<file path="src/rtl/but_real_stage_ctrl.sv">
// but_real_stage_ctrl: sequences one shared real butterfly in place over an N-point frame
// held in a dual-port memory; read -> capture -> write pipeline with global stall.
module but_real_stage_ctrl #(
    parameter int IN_W   = 8,
    parameter int OUT_W  = 8,
    parameter int N      = 32,
    parameter int ADDR_W = 5
) (
    input  logic                     clk,
    input  logic                     rst_n,
    input  logic                     start,
    input  logic                     stall,
    output logic                     busy,
    output logic                     done,
    output logic                     rd_en,
    output logic [ADDR_W-1:0]        rd_addr_a,
    output logic [ADDR_W-1:0]        rd_addr_b,
    input  logic signed [IN_W-1:0]   rd_data_a,
    input  logic signed [IN_W-1:0]   rd_data_b,
    output logic signed [IN_W-1:0]   bf_in_a,
    output logic signed [IN_W-1:0]   bf_in_b,
    input  logic signed [OUT_W-1:0]  bf_out_p,
    input  logic signed [OUT_W-1:0]  bf_out_n,
    output logic                     wr_en,
    output logic [ADDR_W-1:0]        wr_addr_a,
    output logic [ADDR_W-1:0]        wr_addr_b,
    output logic signed [OUT_W-1:0]  wr_data_a,
    output logic signed [OUT_W-1:0]  wr_data_b
);
    typedef enum logic [1:0] {IDLE, RUN, DRAIN, FIN} state_t;

    state_t            state;
    logic [ADDR_W-2:0] rc, a1, a2;
    logic              s1_v, s2_v;

    assign busy      = state == RUN || state == DRAIN;
    assign done      = state == FIN && !stall;
    assign rd_en     = state == RUN && !stall;
    assign wr_en     = s2_v && !stall;
    assign rd_addr_a = rd_en ? {1'b0, rc} : '0;
    assign rd_addr_b = rd_en ? {1'b1, rc} : '0;
    assign wr_addr_a = wr_en ? {1'b0, a2} : '0;
    assign wr_addr_b = wr_en ? {1'b1, a2} : '0;
    assign wr_data_a = wr_en ? bf_out_p : '0;
    assign wr_data_b = wr_en ? bf_out_n : '0;

    always_ff @(posedge clk) begin
        if (!rst_n) begin
            state   <= IDLE;
            rc      <= '0;
            a1      <= '0;
            a2      <= '0;
            s1_v    <= 1'b0;
            s2_v    <= 1'b0;
            bf_in_a <= '0;
            bf_in_b <= '0;
        end else begin
            // start is honoured even under stall; the first read then waits for stall to drop
            if (state == IDLE && start) begin
                state <= RUN;
                rc    <= '0;
            end
            if (!stall) begin
                s1_v <= rd_en;
                a1   <= rc;
                s2_v <= s1_v;
                a2   <= a1;
                if (s1_v) begin
                    bf_in_a <= rd_data_a;
                    bf_in_b <= rd_data_b;
                end
                if (state == RUN) begin
                    rc <= rc + 1'b1;
                    if (&rc) state <= DRAIN;
                end
                // stage 2 drains this very cycle, so only stage 1 must already be empty
                if (state == DRAIN && !s1_v) state <= FIN;
                if (state == FIN) state <= IDLE;
            end
        end
    end
endmodule

</file>
<file path="config.mk">
export PLATFORM = sky130hd
export DESIGN_NAME = but_real_stage_ctrl
export DESIGN_NICKNAME = d
export VERILOG_FILES = /design/src/rtl/but_real_stage_ctrl.sv
export SDC_FILE = /design/constraint.sdc
export NUM_CORES = 1
export LEC_CHECK = 0
export ABC_CLOCK_PERIOD_IN_PS = 1200
export BUFFER_PORTS_ARGS = -buffer_cell sky130_fd_sc_hd__buf_4
export CAP_MARGIN = 30
export CORE_AREA = 5 5 70 72
export CTS_BUF_LIST = sky130_fd_sc_hd__clkbuf_4 sky130_fd_sc_hd__clkbuf_8 sky130_fd_sc_hd__clkbuf_16
export CTS_CLUSTER_DIAMETER = 200
export DETAILED_ROUTE_END_ITERATION = 10
export DIE_AREA = 0 0 75 77
export PLACE_DENSITY = 0.72
export SYNTH_ARGS = -nofsm -noshare
export SYNTH_HDL_FRONTEND = slang
export SYNTH_SLANG_ARGS = --single-unit
</file>
<file path="constraint.sdc">
create_clock -name clk -period 1.2 [get_ports clk]
set_input_delay 0.12 -clock clk [delete_from_list [all_inputs] [get_ports clk]]
set_output_delay 0.12 -clock clk [all_outputs]
set_load 0.01 [all_outputs]
</file>
; Word-level counts from Yosys, hierarchy flattened
; Cells that the tools add are included.
[totals]
register_bits = 32
output_inout_bits = 56
elab_cells = 39
[classes]
addsub = 1
n_eq_ne = 3
muxes = 15
bitwise = 1
n_reduce_logical = 11
[ops]
columns = op, count
row1 = $mux 4, 5
row2 = $mux 8, 2
row3 = $mux 2, 6
row4 = $mux 5, 2
row5 = $logic_and 1x1->1, 5
row6 = $add 4x1->4 const B, 1
row7 = $eq 2x2->1 const B, 2
row8 = $reduce_and 4->1, 1
row9 = $eq 2x1->1 const B, 1
row10 = $logic_not 1->1, 2
row11 = $logic_not 2->1, 1
row12 = $reduce_and 2->1, 1
row13 = $logic_or 1x1->1, 1
row14 = $not 1->1, 1

; Depth between registers and ports, before layout
[depth]
ltp_word = 8
ltp_mapped = 7
depth_no_buf = 6

; Worst setup path before layout
; OpenSTA, ideal clock, no wires.
[synth_timing]
path_type = register -> output
startpoint = register state[1]
endpoint = output rd_addr_b[0]
t_arrival_ps = 1239
required_time_ps = 1080
slack_ps = -159
path_stages_with_launch = 8
path_cell_list = dfxtp_1 > inv_1 > ha_1 > nand2b_4 > inv_2 > buf_4 > and2_1 > buf_4
[synth_via]
elab_chain_cells = 3
[synth_lines]
columns = element, line_no
row1 = start: declaration, 32  ; state_t state;
row2 = start signal: assignment, 49  ; state <= IDLE;
row3 = start signal: assignment, 60  ; state <= RUN;
row4 = start signal: assignment, 74  ; if (&rc) state <= DRAIN;
row5 = $eq 2x1->1, 38  ; assign rd_en = state == RUN && !stall;
row6 = $logic_and 1x1->1, 38
row7 = net rd_en, 15  ; output logic rd_en,
row8 = $mux 5, 41  ; assign rd_addr_b = rd_en ? {1'b1, rc} : '0;
row9 = end: declaration, 17  ; output logic [ADDR_W-1:0] rd_addr_b,
; The timed path passes the listed nets, and every way through them passes these cells.

; Worst setup path in the final report
[layout_timing]
startpoint = register state[1]
endpoint = output rd_addr_a[3]
[layout_via]
elab_chain_cells = 3
[layout_lines]
columns = element, line_no
row1 = $eq 2x1->1, 38
row2 = $logic_and 1x1->1, 38
row3 = $mux 4, 40  ; assign rd_addr_a = rd_en ? {1'b0, rc} : '0;
row4 = end: declaration, 16  ; output logic [ADDR_W-1:0] rd_addr_a,
; No other way between the ends.

==> flow_metrics.tcl <==
set metrics [dict create \
    status "complete, but fails checks" \
    violations "negative setup slack" \
    cpMostUsedCell "inv_4" \
    arrival_ns 1.33 \
    r2r_cells 5 \
    finClkSkew_ns 0.002871 \
    vias_per_cell 4.589 \
    fin_nets 326 \
    ys_types 25 \
    root_buffer "clkbuf_8" \
    worst_hold_slack_ns 0.09402 \
    grt_max_degree 17 \
    drive_gt1_share_pct 57.69 \
    rsz0062_at_grt "true" \
    cts-buffers-inserted 5 \
    cap_viol_max_count 0 \
    dp_hpwl_mm 2.960 \
    synth.area.top_cells "dfxtp_1 42%, and2_1 9.9%, nand2_1 9.4%" \
    grt_pass1_vias 1417 \
    p_per_area_nw_per_um2 823.7 \
    slowest_delay_ns 0.37 \
    min_path_type "input pin to flop" \
    coreArea_um2 4234 \
    htree_levels 2 \
    netSwitchingFraction_pct 23.48 \
    clk_pin_slew_ns 0.06 \
    yosys_warnings 0 \
    p_comb_share_pct 14.8 \
    die_w_um 75 \
    num_vias 1551 \
    slew_violations 0 \
    antenna_left 0 \
    intPower_mw 1.737 \
    grt_overflow 0 \
    syn_to_final_growth_pct 80.87 \
    antennaDiodeCount 0 \
    setup_viol 42 \
    cp_num_cells 7 \
    reg2reg_from "state[1]" \
    critPathLaunchType "flop" \
    cts_tree "built" \
    placementRows 24 \
    max_freq_mhz 690.4 \
    wl_per_cell_um 12.41 \
    antenna_found_initial 0 \
    grt_pass1_wl_mm 6.223 \
    postSynthAreaPerCell_um2 8.238 \
    p_leak_nw 1.259 \
    power.switching_mw 0.5332 \
    slowest_stage "dfxtp_4" \
    synth_commonest_cells "38 x nand2_1, 32 x dfxtp_1, 24 x and2_1, 21 x a21oi_1, 14 x buf_4" \
    hold_viol 0 \
    cp_data_required_time_ns 1.08 \
    synth_area_um2 1524 \
    hold_path_startpoint "rd_data_a[5]" \
    drc 0 \
    synth_cells 185 \
    ys.flop_type "dfxtp_1" \
    r2r-end "state[0]" \
    drt-pass1-iter-count 4 \
    drt_wl_total_mm 4.195 \
    vdd_drop_max_uv 594.6 \
    synth.most_common_cell "nand2_1" \
    cts_sinks 32 \
    clkPwrFrac_pct 36.9 \
    place.gp.congestion 0.8295 \
    power_frac_seq_pct 48.3 \
    yosysTopAreaCellShare_pct 42.04 \
    drt_iter0_markers 62 \
    initial_utilization_pct 35.99 \
    synth_top_cell_by_area "dfxtp_1" \
    post-route-period-util_pct 120.7 \
    end_kind "output port" \
    holdBufCountCts 0 \
    fp.dieH_um 77 \
    reg2reg_slack_ns -0.21 \
    crit_chain "inv_4 -> ha_4 -> nand2b_4 -> inv_4 -> buf_12 -> and2_4 -> buf_6" \
    num_io_pins 92 \
    fin_crit_ns 1.448 \
    async_flop_share_pct 0 \
    hold_end "bf_in_a[5]" \
    clock_path_buffers 2 \
    fin_util_pct 65.10 \
    path_class "flop to output port" \
    die-area_um2 5775 \
    path_delay_family "flip-flops" \
    synth_enable_flop_cells 0 \
    seq_area_frac_synth_pct 42.04 \
    grtUsageTotal_pct 13.52 \
    holdPathStages 3 \
    cp_max_fo 5 \
    crit_start "state[1]" \
    synth-seq-cells 32 \
    clkLatencyLatePin_ns 0.27 \
    place.port_buffers 89 \
    cp_num_buf_inv 4 \
    fin_ws_ns -0.2484 \
]
power groups by stage:
| stage | registers (mW) | clock network, mW | logic [mW] |
|---|---|---|---|
| after floorplan | 1.12 | 0 | 0.118 |
| after global placement | 1.12 | 0 | 0.276 |
| after detailed placement | 1.12 | 0 | 0.280 |
| after CTS | 1.10 | 0.874 | 0.318 |
| after global routing | 1.10 | 0.927 | 0.364 |
| final | 1.10 | 0.837 | 0.337 |
worst max-delay path by stage:
stage | to | slack, ns
final | rd_addr_a[3] | -0.25
after global routing | rd_addr_a[3] | -0.29
after CTS | rd_addr_a[3] | -0.24
after detailed placement | state[0] | -0.13
after global placement | state[0] | -0.08
after floorplan | state[0] | -0.06
worst register-to-register path, delay by kind of cell, from the launching register on:
family / cells / cell delay [ns]
compound gates: 2 / 0.36
fa+ha+maj: 1 / 0.12
buf+inv: 1 / 0.12
flops: 1 / 0.37
simple gates: 1 / 0.38
metal layers:
layer	global-route usage, %	up-vias	wire [um]	share of wire (%)
li1	-	782	-	-
met1	15.75	701	1636	39
met2	22.91	66	2038	49
met3	5.098	2	505	12
met4	3.203	0	14	0.33
met5	0	-	0	0
state kept, by name (all words and copies together), names as in the netlist:
signal / flops
a1: 4
a2: 4
bf_in_a: 8
bf_in_b: 8
rc: 4
s1_v: 1
s2_v: 1
state: 2
metrics by stage:
| step | area (um^2) | setup slack (ns) | power [mW] | std cells | setup TNS [ns] |
|---|---|---|---|---|---|
| after floorplan | 1564 | -0.05805 | 1.239 | 186 | -0.2490 |
| after global placement | 2275 | -0.08082 | 1.393 | 319 | -0.3614 |
| after detailed placement | 2275 | -0.1310 | 1.398 | 319 | -0.5517 |
| after CTS | 2666 | -0.2401 | 2.287 | 334 | -5.830 |
| after global routing | 2756 | -0.2889 | 2.390 | 338 | -7.458 |
| final | 2756 | -0.2484 | 2.270 | 338 | -5.173 |
timing repair:
item | in CTS | in global routing
pin swaps | 25 | 4
buffers inserted | 6 | 5
setup endpoints to repair | 42 | 42
cloned | 1 | 0
resized for setup | 72 | 15
cells in the final DEF (no fill, tap or decap), drive strengths merged:
cell	n
buf	115
nand2	38
dfxtp	32
and2	24
a21oi	21
mux2i	8
nor2	8
clkbuf	6
nand3	5
ha	5
inv	4
nand2b	4
nor2b	4
a311oi	3
conb	2
clkinv	2
nand4	1
or3b	1
o21a	1
or3	1
a31oi	1
logic make-up after synthesis:
logic type / count (synthesis) / synth area share (%)
AND/OR/NAND/NOR: 86 / 28.00
flip-flops: 32 / 42.04
buffers and inverters: 27 / 10.43
AO/OA/AOI/OAI: 26 / 9.935
multiplexers: 8 / 5.255
adder cells (fa/ha/maj): 5 / 4.105
other: 1 / 0.2461
layout make-up:
type	count	area [um^2]
Sequential cell	32	649.4
Multi-Input combinational cell	127	874.6
Tap cell	52	65.06
Inverter	4	22.52
Clock inverter	2	10.01
Clock buffer	6	82.58
Timing Repair Buffer	115	1052
Fill cell	375	1478
(Power assumes the default switching activity.)
